[src/rtl/pdm_capture_ctrl_if.sv]
// Control/status bundle between the register block, the CIC3 decimator and the PDM capture sequencer.
interface pdm_capture_ctrl_if #(
  parameter int unsigned PCM_W = 16
);
  logic             start;
  logic             stop;
  logic [7:0]       clk_div;
  logic [7:0]       settle_cnt;
  logic [3:0]       threshold;
  logic [PCM_W-1:0] pcm_in;
  logic             pcm_valid;
  logic             overrun_clr;
  logic             pop;

  logic             pdm_clk_out;
  logic             filter_rst;
  logic [PCM_W-1:0] rd_data;
  logic [3:0]       level;
  logic             empty;
  logic             overrun;
  logic             irq;
  logic [1:0]       state;

  modport master (
    output start, stop, clk_div, settle_cnt, threshold, pcm_in, pcm_valid, overrun_clr, pop,
    input  pdm_clk_out, filter_rst, rd_data, level, empty, overrun, irq, state
  );

  modport slave (
    input  start, stop, clk_div, settle_cnt, threshold, pcm_in, pcm_valid, overrun_clr, pop,
    output pdm_clk_out, filter_rst, rd_data, level, empty, overrun, irq, state
  );
endinterface

[src/rtl/pdm_capture_ctrl.sv]
// PDM capture sequencer: gated PDM bit clock, decimator reset, settle-sample discard,
// PCM sample FIFO with threshold/overrun interrupt.
module pdm_capture_ctrl #(
  parameter int unsigned DEPTH = 8,
  parameter int unsigned PCM_W = 16
) (
  input  logic              clk,
  input  logic              rst_n,
  pdm_capture_ctrl_if.slave bus
);
  localparam int unsigned PTR_W = $clog2(DEPTH);
  localparam int unsigned LVL_W = PTR_W + 1;
  localparam int unsigned CMP_W = (LVL_W > 4) ? LVL_W : 4;
  localparam int unsigned CNT_W = 8;

  typedef enum logic [1:0] {
    ST_IDLE   = 2'd0,
    ST_WARMUP = 2'd1,
    ST_RUN    = 2'd2
  } state_t;

  state_t             state_q, state_nx;
  logic [CNT_W-1:0]   disc_q, disc_inc_c;
  logic [CNT_W-1:0]   phase_q, per_q, per_sel_c;
  logic               pdm_q, filt_q, filt_nx;
  logic [PTR_W-1:0]   wr_ptr_q, rd_ptr_q;
  logic [LVL_W-1:0]   level_q, level_nx;
  logic               ovr_q, ovr_nx, irq_q, irq_nx;
  logic [PCM_W-1:0]   mem [DEPTH];

  logic flush_c, discard_c, push_req_c, run_c;
  logic empty_c, full_c, pop_ok_c, push_ok_c, ovr_set_c;

  assign disc_inc_c = CNT_W'(disc_q + CNT_W'(1));
  assign per_sel_c  = (bus.clk_div < CNT_W'(2)) ? CNT_W'(2) : bus.clk_div;

  // State register
  always_ff @(posedge clk) begin
    if (!rst_n) state_q <= ST_IDLE;
    else        state_q <= state_nx;
  end

  // Next-state logic; stop always wins over start
  always_comb begin
    state_nx = state_q;
    case (state_q)
      ST_IDLE: begin
        if (bus.start && !bus.stop)
          state_nx = (bus.settle_cnt != '0) ? ST_WARMUP : ST_RUN;
      end
      ST_WARMUP: begin
        if (bus.stop)
          state_nx = ST_IDLE;
        else if (bus.pcm_valid && (disc_inc_c == bus.settle_cnt))
          state_nx = ST_RUN;
      end
      ST_RUN: begin
        if (bus.stop) state_nx = ST_IDLE;
      end
      default: state_nx = ST_IDLE;
    endcase
  end

  // Per-state control strobes
  always_comb begin
    flush_c    = 1'b0;
    discard_c  = 1'b0;
    push_req_c = 1'b0;
    run_c      = (state_q != ST_IDLE) && (state_nx != ST_IDLE);
    filt_nx    = (state_nx == ST_IDLE);
    case (state_q)
      ST_IDLE:   flush_c    = bus.start && !bus.stop;
      ST_WARMUP: discard_c  = bus.pcm_valid;
      ST_RUN:    push_req_c = bus.pcm_valid;
      default:   ;
    endcase
  end

  // PDM clock: period reloads only at wrap so a clk_div write never glitches a cycle
  always_ff @(posedge clk) begin
    if (!rst_n) begin
      phase_q <= '0;
      per_q   <= '0;
      pdm_q   <= 1'b0;
    end else if (run_c) begin
      pdm_q <= (phase_q < (per_q >> 1));
      if (phase_q == CNT_W'(per_q - CNT_W'(1))) begin
        phase_q <= '0;
        per_q   <= per_sel_c;
      end else begin
        phase_q <= CNT_W'(phase_q + CNT_W'(1));
      end
    end else begin
      phase_q <= '0;
      per_q   <= per_sel_c;
      pdm_q   <= 1'b0;
    end
  end

  assign empty_c   = (level_q == '0);
  assign full_c    = (level_q == LVL_W'(DEPTH));
  assign pop_ok_c  = bus.pop && !empty_c && !flush_c;
  assign push_ok_c = push_req_c && (!full_c || pop_ok_c);
  assign ovr_set_c = push_req_c && full_c && !pop_ok_c;

  always_comb begin
    level_nx = flush_c ? '0
             : LVL_W'(level_q + LVL_W'(push_ok_c) - LVL_W'(pop_ok_c));
    if (flush_c)          ovr_nx = 1'b0;
    else if (ovr_set_c)   ovr_nx = 1'b1;
    else if (bus.overrun_clr) ovr_nx = 1'b0;
    else                  ovr_nx = ovr_q;
    irq_nx = ovr_nx || ((bus.threshold != '0) &&
                        (CMP_W'(level_nx) >= CMP_W'(bus.threshold)));
  end

  always_ff @(posedge clk) begin
    if (!rst_n) begin
      wr_ptr_q <= '0;
      rd_ptr_q <= '0;
      level_q  <= '0;
      ovr_q    <= 1'b0;
      irq_q    <= 1'b0;
      filt_q   <= 1'b1;
      disc_q   <= '0;
    end else begin
      level_q <= level_nx;
      ovr_q   <= ovr_nx;
      irq_q   <= irq_nx;
      filt_q  <= filt_nx;
      if (flush_c) begin
        wr_ptr_q <= '0;
        rd_ptr_q <= '0;
        disc_q   <= '0;
      end else begin
        if (push_ok_c) wr_ptr_q <= PTR_W'(wr_ptr_q + PTR_W'(1));
        if (pop_ok_c)  rd_ptr_q <= PTR_W'(rd_ptr_q + PTR_W'(1));
        if (discard_c) disc_q   <= disc_inc_c;
      end
    end
  end

  // Sample storage needs no reset: rd_data is masked while empty
  always_ff @(posedge clk) begin
    if (push_ok_c) mem[wr_ptr_q] <= bus.pcm_in;
  end

  assign bus.pdm_clk_out = pdm_q;
  assign bus.filter_rst  = filt_q;
  assign bus.rd_data     = empty_c ? '0 : mem[rd_ptr_q];
  assign bus.level       = 4'(level_q);
  assign bus.empty       = empty_c;
  assign bus.overrun     = ovr_q;
  assign bus.irq         = irq_q;
  assign bus.state       = state_q;
endmodule

[src/flat_wrapper.sv]
// flat-port wrapper written by rule: the top's interface ports become plain ports
module pdm_capture_ctrl_flat 
#(
  parameter int unsigned DEPTH = 8,
  parameter int unsigned PCM_W = 16
)
  (clk, rst_n, bus_start, bus_stop, bus_clk_div, bus_settle_cnt, bus_threshold, bus_pcm_in, bus_pcm_valid, bus_overrun_clr, bus_pop, bus_pdm_clk_out, bus_filter_rst, bus_rd_data, bus_level, bus_empty, bus_overrun, bus_irq, bus_state);
  pdm_capture_ctrl_if #(.PCM_W(PCM_W)) bus_i ();
  input  logic clk;
  input  logic rst_n;
  input wire logic [$bits(bus_i.start)-1:0] bus_start;
  input wire logic [$bits(bus_i.stop)-1:0] bus_stop;
  input wire logic [$bits(bus_i.clk_div)-1:0] bus_clk_div;
  input wire logic [$bits(bus_i.settle_cnt)-1:0] bus_settle_cnt;
  input wire logic [$bits(bus_i.threshold)-1:0] bus_threshold;
  input wire logic [$bits(bus_i.pcm_in)-1:0] bus_pcm_in;
  input wire logic [$bits(bus_i.pcm_valid)-1:0] bus_pcm_valid;
  input wire logic [$bits(bus_i.overrun_clr)-1:0] bus_overrun_clr;
  input wire logic [$bits(bus_i.pop)-1:0] bus_pop;
  output wire logic [$bits(bus_i.pdm_clk_out)-1:0] bus_pdm_clk_out;
  output wire logic [$bits(bus_i.filter_rst)-1:0] bus_filter_rst;
  output wire logic [$bits(bus_i.rd_data)-1:0] bus_rd_data;
  output wire logic [$bits(bus_i.level)-1:0] bus_level;
  output wire logic [$bits(bus_i.empty)-1:0] bus_empty;
  output wire logic [$bits(bus_i.overrun)-1:0] bus_overrun;
  output wire logic [$bits(bus_i.irq)-1:0] bus_irq;
  output wire logic [$bits(bus_i.state)-1:0] bus_state;
  assign bus_i.start = bus_start;
  assign bus_i.stop = bus_stop;
  assign bus_i.clk_div = bus_clk_div;
  assign bus_i.settle_cnt = bus_settle_cnt;
  assign bus_i.threshold = bus_threshold;
  assign bus_i.pcm_in = bus_pcm_in;
  assign bus_i.pcm_valid = bus_pcm_valid;
  assign bus_i.overrun_clr = bus_overrun_clr;
  assign bus_i.pop = bus_pop;
  assign bus_pdm_clk_out = bus_i.pdm_clk_out;
  assign bus_filter_rst = bus_i.filter_rst;
  assign bus_rd_data = bus_i.rd_data;
  assign bus_level = bus_i.level;
  assign bus_empty = bus_i.empty;
  assign bus_overrun = bus_i.overrun;
  assign bus_irq = bus_i.irq;
  assign bus_state = bus_i.state;
  pdm_capture_ctrl #(.DEPTH(DEPTH), .PCM_W(PCM_W)) u_core (.clk(clk), .rst_n(rst_n), .bus(bus_i));
endmodule
[config.mk]
export PLATFORM = sky130hd
export DESIGN_NAME = pdm_capture_ctrl_flat
export DESIGN_NICKNAME = d
export VERILOG_FILES = /design/src/rtl/pdm_capture_ctrl_if.sv /design/src/rtl/pdm_capture_ctrl.sv /design/src/flat_wrapper.sv
export SDC_FILE = /design/constraint.sdc
export NUM_CORES = 1
export LEC_CHECK = 0
export ABC_CLOCK_PERIOD_IN_PS = 4650
export BUFFER_PORTS_ARGS = -buffer_cell sky130_fd_sc_hd__buf_2
export CAP_MARGIN = 20
export CORE_ASPECT_RATIO = 0.75
export CORE_UTILIZATION = 30
export DETAILED_ROUTE_END_ITERATION = 8
export GPL_ROUTABILITY_DRIVEN = 0
export SLEW_MARGIN = 15
export SYNTH_ARGS = -nofsm -noshare
export SYNTH_HDL_FRONTEND = slang
export SYNTH_SLANG_ARGS = --single-unit
[constraint.sdc]
create_clock -name clk -period 4.65 [get_ports clk]
set_input_delay 0.93 -clock clk [delete_from_list [all_inputs] [get_ports clk]]
set_output_delay 0.93 -clock clk [all_outputs]
set_load 0.05 [all_outputs]
# == After elaboration in Yosys (flattened, before gate mapping) ==
# Memory sizes are Yosys's and may differ from the RTL's. A register that Yosys moved wholly into a read port is not among the register bits.
# Index checks and enable logic that the tools add are counted.
# classes
add_sub_neg,7
n_lt_le_gt_ge,3
eq_ne,6
muxes,21
bitwise_logic,2
reduce_logical,26
# op_table
op,n
two-way mux 8 bit,3
"adder 8 x 1 -> 8 bit, second input constant",2
== test 8 bit,2
two-way mux 16 bit,1
two-way mux 2 bit,5
logical AND 1 bit,9
"less-than comparator 8 x 2 -> 1 bit, second input constant",1
less-than comparator 8 x 7 -> 1 bit,1
two-way mux 1 bit,8
nonzero test 8 bit,1
"subtractor 8 x 1 -> 8 bit, second input constant",1
"adder 3 x 1 -> 3 bit, second input constant",2
two-way mux 3 bit,2
case mux 2 bit (3 select lines),1
logical NOT 1 bit,5
adder 4 x 1 -> 4 bit,1
"== test 4 bit, second input constant",1
greater-or-equal comparator 4 bit,1
logical NOT 2 bit,2
logical NOT 4 bit,1
two-way mux 4 bit,1
nonzero test 2 bit,2
nonzero test 4 bit,1
subtractor 4 x 1 -> 4 bit,1
8 further kinds,10
# word_totals
regBits,40
ramBits,128
inputBits,43
out_inout_bits,27
elab_cells,77
n_memories,1
# mem_list
name,depth,width,read_ports,rd_clocked_by_memory_dff,wr,line_no,rtl
u_core.mem,8,16,1,1,1,pdm_capture_ctrl.sv:29,logic [PCM_W-1:0] mem [DEPTH];

# == Logic depth before layout (Yosys ltp) ==
# logic_depth
depth_word,13
mapped_depth,16
mapped_depth_nobuf,16

# == Worst setup path before layout ==
# OpenSTA, ideal clock, no wires.
# synth_timing
path_type,register -> register
from,register u_core.level_q[2] (netlist: u_core.bus.level[2])
to,register u_core.irq_q (netlist: u_core.bus.irq)
setup_time_ns,0.133
arrival_ns,3.478
required_ns,4.517
slack_ns,1.039
stages_incl_launch_ff,17
path_buffers,0
synth_period_minus_slack_ns,3.611
path_cell_list,dfxtp_1 > inv_1 > ha_1 > nor3b_1 > nand2b_1 > nor2_1 > ha_1 > inv_1 > ha_1 > fa_1 > inv_1 > nor2_1 > ha_1 > a21o_1 > a21o_1 > a21oi_1 > o22ai_1
# synth_between
elab_chain_len,12
elab_cells_between_ends,19
classes_between,2 x add/sub; 1 x order compare; 1 x eq/ne; 3 x mux; 12 x reduce/logical
# synth_rtl
item,line_no,rtl
"start, declared",pdm_capture_ctrl.sv:27,"logic [LVL_W-1:0] level_q, level_nx;"
"start signal, assigned",pdm_capture_ctrl.sv:127,level_q <= level_nx;
logical NOT 4 bit,pdm_capture_ctrl.sv:100,assign empty_c = (level_q == '0);
logical NOT 1 bit,pdm_capture_ctrl.sv:102,assign pop_ok_c = bus.pop && !empty_c && !flush_c;
logical AND 1 bit (2 in series),pdm_capture_ctrl.sv:102,
logical OR 1 bit,pdm_capture_ctrl.sv:103,assign push_ok_c = push_req_c && (!full_c || pop_ok_c);
logical AND 1 bit,pdm_capture_ctrl.sv:103,
adder 4 x 1 -> 4 bit,pdm_capture_ctrl.sv:108,: LVL_W'(level_q + LVL_W'(push_ok_c) - LVL_W'(pop_ok_c));
subtractor 4 x 1 -> 4 bit (*),pdm_capture_ctrl.sv:108,
two-way mux 4 bit (*),pdm_capture_ctrl.sv:107,level_nx = flush_c ? '0
net u_core.level_nx[1],pdm_capture_ctrl.sv:27,
greater-or-equal comparator 4 bit (*),pdm_capture_ctrl.sv:114,(CMP_W'(level_nx) >= CMP_W'(bus.threshold)));
logical AND 1 bit (*),pdm_capture_ctrl.sv:113,irq_nx = ovr_nx || ((bus.threshold != '0) &&
logical OR 1 bit (*),pdm_capture_ctrl.sv:113,
"end signal, assigned",pdm_capture_ctrl.sv:129,irq_q <= irq_nx;
"end, declared",pdm_capture_ctrl.sv:28,"logic ovr_q, ovr_nx, irq_q, irq_nx;"
# The timed path passes the listed nets; every way through them passes the cells marked *.
# A chain may end at the register's enable or synchronous reset.

# == Worst setup path after layout ==
# layout_timing
from,input port bus_start
to,register u_core.irq_q (netlist: u_core.bus.irq)
# layout_between
elab_chain_len,12
elab_cells_between_ends,16
classes_between,2 x add/sub; 1 x order compare; 4 x mux; 9 x reduce/logical
# layout_rtl
item,line_no,rtl
"start, declared",flat_wrapper.sv:11,input wire logic [$bits(bus_i.start)-1:0] bus_start;
logical AND 1 bit (*),pdm_capture_ctrl.sv:72,ST_IDLE: flush_c = bus.start && !bus.stop;
two-way mux 1 bit (*),pdm_capture_ctrl.sv:71,case (state_q)
logical NOT 1 bit,pdm_capture_ctrl.sv:102,
logical AND 1 bit,pdm_capture_ctrl.sv:102,
logical OR 1 bit,pdm_capture_ctrl.sv:103,
logical AND 1 bit,pdm_capture_ctrl.sv:103,
adder 4 x 1 -> 4 bit,pdm_capture_ctrl.sv:108,
subtractor 4 x 1 -> 4 bit,pdm_capture_ctrl.sv:108,
two-way mux 4 bit (*),pdm_capture_ctrl.sv:107,
net u_core.level_nx[1],pdm_capture_ctrl.sv:27,
greater-or-equal comparator 4 bit (*),pdm_capture_ctrl.sv:114,
logical AND 1 bit (*),pdm_capture_ctrl.sv:113,
logical OR 1 bit (*),pdm_capture_ctrl.sv:113,
# Marks and branches as above.

==> summary by stage <==
Timing
Setup repair after global routing left no endpoint under its margin. The worst pin sits at a relative slew slack of 0.4018. The number of slew-limit violations in the final report is 0.

The part of the cycle the worst path needs is 0.7304. For the finished layout, the period the worst path requires is 3.396 ns. Summed over all failing endpoints, the final setup total negative slack is 0 ns. The actual slew at the worst max-slew pin is 0.8973 ns. Final hold analysis gives a worst-case slack of 0.4968 ns.

The final count of hold timing violations is 0. The setup skew after layout is 0.01616 ns. The maximum clock frequency is 294.4 MHz. The number of setup violations in the final report is 0.

Synth
The commonest cells after synthesis are sky130_fd_sc_hd__edfxtp_1 (128), sky130_fd_sc_hd__nor2_1 (61), sky130_fd_sc_hd__dfxtp_1 (43), sky130_fd_sc_hd__mux4_2 (32), sky130_fd_sc_hd__nand2_1 (29). The share of Yosys cell area claimed by the top area cell type is 0.5164. The combined area of all synthesized cells is between 7000 and 8000 um^2.

Each instance of the synthesized netlist takes up on average 14.59 um^2. In this run, distinct cell masters in the synthesized netlist total 49. The proportion of synthesized area in mux cells is 0.1331. Of the total synthesized cell area, the portion taken by XOR and XNOR cells is 0.04471.

The share of the Yosys chip area taken by registers is 0.6320. The number of nets produced by synthesis is roughly 580. Of the total synthesized cell area, the portion taken by AND, OR, NAND and NOR gates is 0.09044.

Counting flops and latches in the post-synthesis netlist gives 171. By area the synthesized netlist is led by sky130_fd_sc_hd__edfxtp_1 (52%), sky130_fd_sc_hd__dfxtp_1 (12%), sky130_fd_sc_hd__mux4_2 (9.7%), sky130_fd_sc_hd__mux2i_1 (3.6%), sky130_fd_sc_hd__ha_1 (3.5%). The complex-gate fraction of the synthesized area is 0.04085. The Yosys step of the flow raised 0 warnings. Of the total synthesized cell area, the portion taken by full adders, half adders and majority gates is 0.03799. The most instantiated flip-flop cell in the synthesis netlist is sky130_fd_sc_hd__edfxtp_1. The largest family of logic cells by synthesized area is multiplexers. The number of synthesized flops with an enable pin is 128. The synthesized instance count is 510. After synthesis, the share of flip-flops with an asynchronous set or reset is 0. The synthesized design spends more area on one cell type than any other, namely sky130_fd_sc_hd__edfxtp_1. The library cell with the highest instance count after synthesis is sky130_fd_sc_hd__edfxtp_1.

Critical path
The critical path goes through buf_2 > nor4b_2 > buf_4 > o2111ai_1 > nor2b_1 > ha_1 > fa_1 > inv_1 > nor2_1 > ha_1 > a21o_1 > a21o_1 > a21oi_1 > o22ai_1. The timing startpoint of the critical path is bus_start. The kind of start point of the critical path is an input pin. The highest-delay cell along the critical path is sky130_fd_sc_hd__nor2b_1. STA classifies the critical path endpoint as a register. The internal reg-to-reg setup slack is 1.26 ns. The capturing point of the worst reg2reg path is u_core.bus.irq. The longest individual stage delay on the worst path is 0.45 ns. The critical path class is in2reg. The worst register-to-register path has a depth of 17. In this run the critical register-to-register path is launched from u_core.bus.level[2]. The cell depth of the worst setup path is 14. The largest fanout on the critical path is 8. Following the worst setup path forward leads to its endpoint at u_core.bus.irq.

The gate family responsible for the most delay along the worst path is adder cells. The critical path required time is 4.92 ns. STA puts the critical path data arrival time at around 3.7 ns. The worst path buffer plus inverter count is 3.

Routing
The iteration count of the initial detailed-routing pass is 6. The vias after detailed routing is ~4300. The post-detailed-route DRC marker count is 0. Once detail routing completed, the nets flagged for antenna violations numbered 0. The final layout contains routed wiring with a total length of 14870 um. After detailed routing, the average wire length per cell comes to 15.87 um. After detailed routing, the number of vias per cell comes to between 4 and 5.

The first-iteration detailed-routing DRC count is 301.

Run status
The flow ran to the end, and the final reports show no timing, DRC or antenna violations.

Power and ir drop
The post-route total power is around 4 mW. For this design the static power due to leakage is between 3 and 4 nW. The worst voltage drop across the vdd grid is 0.0002494 V.

Power spread over the standard cell area amounts to roughly 460 nW/um^2.

Placed design
Detailed placement finished with a half-perimeter wire length of around 10000 um. In this run the tool buffered the top-level ports with between 60 and 70 buffer cells.

Finish
The layout cell share with drive strength beyond 1 is 0.2624. The filler cell count is between 2000 and 2500. In the final layout, the multi-input gates occupy roughly 2600 um^2. Across the whole layout, storage elements account for 4707 um^2.

0 antenna diodes ended up in the layout. Once layout is complete, the utilization of the core stands at 0.3659. The layout net count is 658. From synthesis to final layout, the design area changed by 18.74%.

Worst hold path
The path category of the worst min-delay check is reg2reg.

GRT
The met2 track utilization from global routing is 0.2093. For this run, global-route usage on met3 was measured as 0.02555. The number of global-route vias before repair came to 4520.

The largest net degree at the start of global routing is 33. The layer with the highest usage is met2. Summed over all layers, the global routing overflow is 0. The initial antenna violation count is 0. The met1 track utilization from global routing is 0.1602. Across every metal layer, demand over resource in global routing totals 0.1245. The first global-routing pass estimated between 20000 and 25000 um of wire.

Clock network
TritonCTS built the clock tree. The worst-skew pair later-pin latency is about 0.43 ns. TritonCTS created 17 clock buffers. The CTS H-tree depth is 4.

Clock tree synthesis selected as its root buffer the cell sky130_fd_sc_hd__clkbuf_16. Buffers inserted to repair hold after CTS numbered 0. In this run the deepest clock path goes through 2 buffers. CTS saw 171 sinks. Post-CTS repair changed the size of 0 cells. The CTS clock-pin slew for the worst setup and hold paths is 0.08 ns. After clock tree synthesis, the setup repair step added 0 buffers.

Die
After floorplanning, the core was sized to cover approximately 24000 um^2. The die area is between 20000 and 30000 um^2. The die is 138.4 um tall. The horizontal extent of the die is between 150 and 200 um. The cell row count is 49. The number of I/O pins is 70. The effective utilization at floorplan is 0.3081.

Job
The max-capacitance violation count is 0.
## worst min path at each step
stage / from / endpoint / slack, ns / cells after the start
5_1_grt: u_core.per_q[7] / u_core.per_q[7] / 0.53 / 2
3_5_place_dp: u_core.per_q[7] / u_core.per_q[7] / 0.49 / 2
3_3_place_gp: u_core.per_q[7] / u_core.per_q[7] / 0.48 / 2
6_report: u_core.per_q[7] / u_core.per_q[7] / 0.50 / 2
2_1_floorplan: u_core.per_q[7] / u_core.per_q[7] / 0.46 / 2
4_1_cts: u_core.per_q[7] / u_core.per_q[7] / 0.50 / 2
## state kept, by name (all words and copies together) (netlist names), named ones only
register,count
u_core.bus.irq,1
u_core.bus.filter_rst,1
u_core.phase_q,8
u_core.mem,128
u_core.bus.pdm_clk_out,1
u_core.disc_q,8
u_core.bus.overrun,1
u_core.per_q,8
u_core.bus.state,2
u_core.rd_ptr_q,3
u_core.bus.level,4
u_core.wr_ptr_q,3
## cells in the final DEF, fill, tap and decap left out, types with 17 or more instances in the layout
cell type	Yosys	routed
sky130_fd_sc_hd__dfxtp_1	43	41
sky130_fd_sc_hd__clkbuf_16	0	17
sky130_fd_sc_hd__mux2i_1	27	27
sky130_fd_sc_hd__xor2_1	19	19
sky130_fd_sc_hd__nand2_1	29	29
sky130_fd_sc_hd__xnor2_1	19	19
sky130_fd_sc_hd__inv_1	22	22
sky130_fd_sc_hd__edfxtp_1	128	128
sky130_fd_sc_hd__buf_2	3	69
sky130_fd_sc_hd__mux4_2	32	32
sky130_fd_sc_hd__nor2_1	61	61
sky130_fd_sc_hd__ha_1	21	21
## area by class of cell
class,count,area share
Tap cell,331,0.04686
Timing Repair Buffer,82,0.05011
Sequential cell,171,0.5326
Multi-Input combinational cell,299,0.2940
Clock buffer,17,0.04813
Inverter,22,0.009343
Clock inverter,15,0.01897
## cells by family (layout without fill, tap and decap cells)
logic type | after synthesis | after routing
xor+xnor | 38 | 38
mux | 59 | 59
buf+inv | 40 | 136
flops | 171 | 171
compound gates | 37 | 37
fa+ha+maj | 22 | 22
simple gates | 143 | 143
## metal layers
layer  up-vias  part of all wire
met1      2147              0.47
met2        60              0.50
met3        13             0.019
met5         -                 0
li1       2063                 -
met4         0             0.012
## worst register-to-register path, stage by stage, from the launching register on
cell                       delay, ns
sky130_fd_sc_hd__dfxtp_1        0.32
sky130_fd_sc_hd__inv_1          0.07
sky130_fd_sc_hd__ha_1           0.21
sky130_fd_sc_hd__nor3b_2        0.15
sky130_fd_sc_hd__buf_4          0.22
sky130_fd_sc_hd__nand2b_1       0.20
sky130_fd_sc_hd__nor2_1         0.21
sky130_fd_sc_hd__ha_1           0.28
sky130_fd_sc_hd__inv_1          0.06
sky130_fd_sc_hd__ha_1           0.17
sky130_fd_sc_hd__fa_1           0.41
sky130_fd_sc_hd__inv_1          0.08
sky130_fd_sc_hd__nor2_1         0.05
sky130_fd_sc_hd__ha_1           0.27
sky130_fd_sc_hd__a21o_1         0.15
sky130_fd_sc_hd__a21o_1         0.17
sky130_fd_sc_hd__a21oi_1        0.15
sky130_fd_sc_hd__o22ai_1        0.08
## power breakdown
part / switching [mW] / internal (mW) / total [mW] / leakage [nW]
combinational: 0.643 / 0.340 / 0.982 / 1.28
clock: 0.670 / 0.726 / 1.40 / 0.287
sequential: 0.0487 / 1.66 / 1.71 / 1.50
total: 1.36 / 2.73 / 4.09 / 3.07
## stage by stage
stage,std cells,setup WS (ns),instance area (um^2)
2_1_floorplan,510,1.039,7443
3_3_place_gp,905,0.9199,8245
3_5_place_dp,905,0.8109,8245
4_1_cts,937,1.189,8838
5_1_grt,937,0.9685,8838
6_report,937,1.254,8838
No activity file was read; power rests on OpenSTA's default activity.
